<file path="config.mk">
export PLATFORM = sky130hd
export DESIGN_NAME = seg_scan_driver
export DESIGN_NICKNAME = d
export VERILOG_FILES = /design/src/rtl/seg_scan_driver.sv
export SDC_FILE = /design/constraint.sdc
export NUM_CORES = 1
export LEC_CHECK = 0
export ABC_AREA = 1
export CAP_MARGIN = 10
export CORE_MARGIN = 1.5
export CORE_UTILIZATION = 41
export DETAILED_ROUTE_END_ITERATION = 10
export PLACE_DENSITY = 0.72
export SETUP_SLACK_MARGIN = 0.05
export SLEW_MARGIN = 30
export SYNTH_ARGS = -nofsm -noshare
export SYNTH_HDL_FRONTEND = slang
export SYNTH_SLANG_ARGS = --single-unit
</file>
<file path="constraint.sdc">
create_clock -name clk -period 6.79 [get_ports clk]
set_input_delay 1.358 -clock clk [delete_from_list [all_inputs] [get_ports clk]]
set_output_delay 1.358 -clock clk [all_outputs]
set_load 0.01 [all_outputs]
</file>
<file path="src/rtl/seg_scan_driver.sv">
// Time-multiplexed N-digit 7-segment scan driver with blanking, blink, guard interval and frame-synchronous update.
// Optional feature: define LEADING_ZERO_BLANK_EN to suppress leading zeros when a new frame is latched.
module seg_scan_driver #(
    parameter int unsigned DIGITS       = 6,
    parameter int unsigned SCAN_DIV     = 1000,
    parameter int unsigned GUARD        = 2,
    parameter int unsigned BLINK_FRAMES = 64,
    parameter int unsigned COMMON_ANODE = 0,
    parameter int unsigned DIG_ACT_LOW  = 0
) (
    input  logic                  clk,
    input  logic                  rst_n,
    input  logic [4*DIGITS-1:0]   bcd_data,
    input  logic [DIGITS-1:0]     blank_mask,
    input  logic [DIGITS-1:0]     blink_mask,
    input  logic                  load,
    output logic [6:0]            seg_data,
    output logic [DIGITS-1:0]     dig_sel,
    output logic                  frame_done
);

    localparam int unsigned BW = 4 * DIGITS;
    localparam int unsigned IW = (DIGITS > 1) ? $clog2(DIGITS) : 1;
    localparam int unsigned PW = (SCAN_DIV > 1) ? $clog2(SCAN_DIV) : 1;
    localparam int unsigned FW = (BLINK_FRAMES > 1) ? $clog2(BLINK_FRAMES) : 1;

    localparam logic [6:0]        SEG_OFF = (COMMON_ANODE != 0) ? 7'h7F : 7'h00;
    localparam logic [DIGITS-1:0] DIG_OFF = (DIG_ACT_LOW != 0) ? {DIGITS{1'b1}} : {DIGITS{1'b0}};

    typedef struct packed {
        logic [BW-1:0]     bcd;
        logic [DIGITS-1:0] blank;
        logic [DIGITS-1:0] blink;
    } disp_t;

    logic [PW-1:0]     cnt, cnt_nxt;
    logic [IW-1:0]     idx, idx_nxt;
    logic [FW-1:0]     fcnt, fcnt_nxt;
    logic              phase, phase_nxt;
    disp_t             pend, pend_nxt;
    disp_t             disp, disp_nxt;
    disp_t             in_word, src, latched;
    logic              slot_end, wrap, frame_end, in_guard, dark;
    logic [3:0]        code;
    logic [6:0]        seg_nxt;
    logic [DIGITS-1:0] dig_nxt;

    // Active-high segment pattern {a..g}; non-decimal codes render dark.
    function automatic logic [6:0] decode(input logic [3:0] d);
        logic [6:0] s;
        case (d)
            4'd0:    s = 7'h7E;
            4'd1:    s = 7'h30;
            4'd2:    s = 7'h6D;
            4'd3:    s = 7'h79;
            4'd4:    s = 7'h33;
            4'd5:    s = 7'h5B;
            4'd6:    s = 7'h1F;
            4'd7:    s = 7'h70;
            4'd8:    s = 7'h7F;
            4'd9:    s = 7'h73;
            default: s = 7'h00;
        endcase
        return s;
    endfunction

`ifdef LEADING_ZERO_BLANK_EN
    // Zero digits above the most significant nonzero digit; digit 0 always shows.
    function automatic logic [DIGITS-1:0] lz_mask(input logic [BW-1:0] bcd);
        logic              seen;
        logic [DIGITS-1:0] m;
        seen = 1'b0;
        m    = '0;
        for (int i = int'(DIGITS) - 1; i >= 1; i--) begin
            if (bcd[4*i +: 4] != 4'h0) seen = 1'b1;
            m[i] = ~seen;
        end
        return m;
    endfunction
`endif

    // Scan timing, blink phase and two-stage data path.
    always_comb begin
        in_word  = '{bcd: bcd_data, blank: blank_mask, blink: blink_mask};
        slot_end = (cnt == PW'(SCAN_DIV - 1));
        wrap     = slot_end && (idx == IW'(DIGITS - 1));
        cnt_nxt  = slot_end ? '0 : cnt + PW'(1);
        idx_nxt  = idx;
        if (slot_end) idx_nxt = wrap ? '0 : idx + IW'(1);

        frame_end = wrap && (fcnt == FW'(BLINK_FRAMES - 1));
        fcnt_nxt  = fcnt;
        if (wrap) fcnt_nxt = frame_end ? '0 : fcnt + FW'(1);
        phase_nxt = phase ^ frame_end;

        pend_nxt = load ? in_word : pend;
        src      = load ? in_word : pend;
        latched  = src;
`ifdef LEADING_ZERO_BLANK_EN
        latched.blank = src.blank | lz_mask(src.bcd);
`endif
        disp_nxt = wrap ? latched : disp;
    end

    // Output pattern for the slot position the counters are about to hold.
    always_comb begin
        code    = 4'h0;
        dark    = 1'b0;
        dig_nxt = '0;
        for (int unsigned i = 0; i < DIGITS; i++) begin
            if (idx_nxt == IW'(i)) begin
                code       = disp_nxt.bcd[4*i +: 4];
                dark       = disp_nxt.blank[i] | (disp_nxt.blink[i] & phase_nxt);
                dig_nxt[i] = 1'b1;
            end
        end
        in_guard = (32'(cnt_nxt) < GUARD);
        seg_nxt  = dark ? 7'h00 : decode(code);
        if (in_guard) begin
            seg_nxt = SEG_OFF;
            dig_nxt = DIG_OFF;
        end else begin
            seg_nxt = seg_nxt ^ SEG_OFF;
            dig_nxt = dig_nxt ^ DIG_OFF;
        end
    end

    always_ff @(posedge clk or negedge rst_n) begin
        if (!rst_n) begin
            cnt        <= '0;
            idx        <= '0;
            fcnt       <= '0;
            phase      <= 1'b0;
            pend       <= '0;
            disp       <= '0;
            seg_data   <= SEG_OFF;
            dig_sel    <= DIG_OFF;
            frame_done <= 1'b0;
        end else begin
            cnt        <= cnt_nxt;
            idx        <= idx_nxt;
            fcnt       <= fcnt_nxt;
            phase      <= phase_nxt;
            pend       <= pend_nxt;
            disp       <= disp_nxt;
            seg_data   <= seg_nxt;
            dig_sel    <= dig_nxt;
            frame_done <= wrap;
        end
    end

endmodule

</file>
# Yosys cells after proc, flatten, opt, wreduce, memory -nomap -nowiden
# Memory sizes are Yosys's and may differ from the RTL's.
# Cells that the tools add are included.
# op_classes
addsub	3
magnitude_cmp	1
n_eq_ne	8
n_mux	27
bitwise_logic	13
reduce_logical	3
# op_table
operator	count
$mux 36	2
$mux 4	6
$mux 7	2
$mux 1	12
$mux 6	2
$add 10x1->10 const B	1
$eq 10x10->1 const B	1
$lt 10x2->1 const B	1
$mux 10	1
$eq 3x3->1 const B	3
$add 6x1->6 const B	1
$and 1x1->1	6
$eq 3x2->1 const B	2
$eq 6x6->1 const B	1
$mux 3	2
$or 1x1->1	6
$add 3x1->3 const B	1
$eq 3x1->1 const B	1
$logic_not 3->1	1
$logic_and 1x1->1	2
$xor 1x1->1	1
# word_totals
ff_bits	106
rom_bits	112
input_bits	39
out_inout_bits	14
word_cells	69
memories	1
# mem_list
memory	words	word_bits	read_ports	rd_ports_with_merged_regs	wr	line	source
(name not given)	16	7	1	0	0	51	case (d)

# Longest topological paths before layout
# logic_depth
ltp_word	14
depth_mapped	21

# Worst setup path after synthesis
# OpenSTA, ideal clock, no wires.
# synth_timing
kind	input to register
start	input load
end	register seg_data[3]
arrival_time_ns	3.191
required_ns	6.719
path_slack_ns	3.528
path_stages	18
n_path_buf	3
path_cell_list	buf_2 > inv_1 > buf_2 > buf_2 > nand2_1 > nand2_1 > nand2_1 > nand2_1 > nand3_1 > nand3_1 > nand2_1 > nand3_1 > inv_1 > ha_1 > inv_1 > nor2_1 > nor2_1 > nor2_1
# synth_rtl
item	line	source
start: declaration	16	input logic load,
end signal: assignment	146	seg_data <= seg_nxt;
end: declaration	17	output logic [6:0] seg_data,

# Worst setup path after layout
# layout_timing
start	input load
end	register seg_data[3]
# layout_via
elab_chain_cells	12
word_cells_on_any_way	29
classes_between	mux: 16; bitwise: 12; memory: 1
# layout_rtl
item	line	source
$mux 36 (*)	97	src = load ? in_word : pend;
$mux 36 (*)	102	disp_nxt = wrap ? latched : disp;
branches (longest 8 deep; another with $mem_v2 16x7)	n/a	
$mux 7 (*)	118	seg_nxt = dark ? 7'h00 : decode(code);
$mux 7 (*)	119	if (in_guard) begin
named net seg_nxt[3]	45	logic [6:0] seg_nxt;
# Mark *: on every way through the listed nets, which the timed path passes.
# A chain may end at the register's enable or synchronous reset.

==> key figures <==
Finish
  • Commonest non-fill, non-tap cell in the layout: nand2_1
  • Post-layout util: 49.4%
  • Final #Nets: 690
  • Final instance area: just under 6000 µm²
  • Layout area overhead: 18.0%
  • Number of antenna repair diodes: 0
  • Proportion of layout cells with a drive suffix above 1: 11.9%
  • Commonest non-fill, non-tap cells in the layout: nand2_1 (213), dfrtp_1 (106), inv_1 (57), clkdlybuf4s50_1 (51), nor2_1 (41)

Clock network
  • CTS buffer count: 9
  • H-Tree Depth: 3
  • Post CTS Setup Buffer Count: 0
  • Clk root buf: clkbuf_16
  • CTS resizes: 0
  • CTS sink cnt: 106
  • CTS tree: done
  • Hold_buf cts: 0
  • Clock latency on the worst-skew pair: 0.35 ns
  • Clock buffer depth: 2
  • Clock transition at path regs: ~0.07 ns

STA
  • Clk_skew: approximately 0.012 ns
  • Final Max Tran Viols: 0
  • Worst Max-Slew Pin Slew: 0.786 ns
  • Max frequency: 0.250 GHz
  • Period utilization: 58.9%
  • RSZ-0062 raised after global routing: false
  • Min Clock Period, post-route: ~4 ns
  • Setup TNS Final: 0 ns
  • Max_slew headroom: 47.5%
  • Fin. Hold Viols: 0
  • Final setup fails: 0

Logic synthesis
  • Syn Area/Cell: 8.43 µm²
  • Cell area after synthesis: 5000 µm²
  • Cells after synthesis: 594
  • Cell variety after synth: 38
  • Synth Register Bits: 106
  • Synth warn: 0
  • Post-synthesis sequential area ratio: between 50% and 60%
  • Syn Nets: 641

Pwr
  • Peak supply drop: 202 µV
  • Leak: 0.00300 µW
  • PD cells: 209 nW/µm²
  • Tot Pwr: 1230 µW

Floorplan
  • Placeable core region: 12000 µm²
  • Die X: 113 µm
  • Row count: 40
  • Die height: 113 µm
  • I/O pins: 53
  • DIE AREA: 12900 µm²
  • Starting Density: 41.8%

GRT
  • Number of global-route vias before repair: 3849
  • Total global routing track utilization: between 15 and 20%
  • Largest net degree at the start of global routing: between 50 and 60
  • First-pass GRT wire length: ~18000 µm
  • Initial antenna violation count: 0
  • Remaining global-route overflow: 0

Routing
  • Post-DRT Antenna Nets: 0
  • Routed vias: between 3k and 4k
  • Initial DRC count: 248
  • Post-Route WL: 10700 µm
  • Via density: about 4.9
  • Per-cell routed wire length: 13.5 µm
  • Initial DRT Pass Iterations: 4
  • DRC: 0

Setup path
  • Setup CP Type: input port to flop
  • End of the critical path: seg_data[3]$_DFF_PN0_
  • R2R Path Start: idx[1]$_DFF_PN0_
  • Critical Path Source Type: input port
  • CP startpoint: load
  • Worst-path fanout max: 37
  • Worst R2R Path Depth: 18
  • Critical Path RT: 7.03 ns
  • CP arrival: between 4 and 5 ns
  • RR Endpoint: seg_data[3]$_DFF_PN0_
  • Setup slack, reg-to-reg: roughly 3.6 ns
  • Crit end category: flop

Run
  • Max Cap Viol: 0

Hold path
  • Hold Path Class: flop to flop

Place
  • Final Wtd Congestion: between 0.8 and 0.9
  • Port buffer count: 52
  • Post-DP Area: 5620 µm²
  • Post-DP HPWL: 7650 µm

Status
  • Status: completed
-- cell type report --
| type | count | area (µm²) |
|---|---|---|
| tap | 147 | 184 |
| clock buffer | 11 | 233 |
| multi-input combinational | 409 | 2010 |
| timing repair buffer | 54 | 533 |
| clock inverter | 5 | 55.1 |
| fill | 1124 | 6060 |
| sequential | 106 | 2650 |
| inverter | 63 | 236 |
-- per-layer routing --
| metal | vias to the layer above | GRT usage, % | routed length (µm) |
|---|---|---|---|
| li1 | 1940 | - | - |
| met1 | 1837 | 24.1 | 5030 |
| met3 | 10 | 4.41 | 437 |
| met5 | - | 0 | 0 |
| met2 | 74 | 29.6 | 5110 |
| met4 | 0 | 5.33 | 157 |
-- power breakdown --
group          switching [µW]  total, µW  internal (µW)
registers                4.90        655            650
logic                    38.2       68.2           30.0
clock network             225        510            285
-- metrics by stage --
step           setup WS [ns]  cells  hold slack [ns]
6_report                2.79    795            0.469
5_1_grt                 2.42    795            0.494
4_1_cts                 2.47    795            0.473
3_5_place_dp            2.11    779            0.456
3_3_place_gp            2.20    779            0.453
2_1_floorplan           3.53    594            0.437
-- worst max-delay path, cell delays in order --
cell             delay [ns]
clkdlybuf4s50_1        0.45
buf_4                  0.34
inv_2                  0.34
or2_2                  0.36
o21ai_0                0.11
nand2_1                0.08
nand2_1                0.11
nand3_1                0.08
nand2_1                0.09
nor2_1                 0.04
nand2_1                0.06
nand3_1                0.17
inv_1                  0.13
ha_1                   0.24
inv_1                  0.05
nor2_1                 0.05
nor2_1                 0.11
nor2_1                 0.06
-- how the worst min path moves through the flow --
stage | depth (start not counted) | to | start
after global placement | 2 | pend[26]$_DFF_PN0_ | pend[26]$_DFF_PN0_
after global routing | 2 | disp[3]$_DFF_PN0_ | disp[3]$_DFF_PN0_
after CTS | 2 | pend[26]$_DFF_PN0_ | pend[26]$_DFF_PN0_
after detailed placement | 2 | pend[27]$_DFF_PN0_ | pend[27]$_DFF_PN0_
after floorplan | 2 | disp[3]$_DFF_PN0_ | disp[3]$_DFF_PN0_
final | 2 | pend[26]$_DFF_PN0_ | pend[26]$_DFF_PN0_
-- state kept, by name, summed over array words and instances (netlist names) --
register / count
cnt: 10
dig_sel: 6
disp: 36
fcnt: 6
frame_done: 1
idx: 3
pend: 36
phase: 1
seg_data: 7
-- cells in the mapped netlist, drive strengths merged --
library cell / instances / share of area (%)
nand3: 32 / 4.1
and2: 2 / 0.25
o21a: 3 / 0.45
nor2: 58 / 6.1
o21ai: 31 / 3.1
dfrtp: 106 / 53
xnor2: 1 / 0.18
or2: 17 / 2.1
ha: 8 / 2.0
o2111ai: 1 / 0.18
nor3: 5 / 0.50
clkinv: 1 / 0.075
nor4: 1 / 0.13
a21oi: 7 / 0.70
buf: 12 / 1.8
xor2: 3 / 0.53
nand3b: 1 / 0.15
nand4: 6 / 0.87
nand2: 229 / 18
inv: 62 / 4.6
o211ai: 1 / 0.15
clkbuf: 4 / 0.30
a31oi: 1 / 0.13
and3: 2 / 0.25
-- cell families (layout without fill, tap and decap cells) --
kind of cell	count (synthesis)	after routing	synth area share [%]
simple gates	353	353	32.8
xor+xnor	4	4	0.700
compound gates	44	44	4.70
fa+ha+maj	8	8	2.00
buf+inv	79	133	6.82
flops	106	106	53.0
Note: power is estimated with default switching activity, not from simulation.
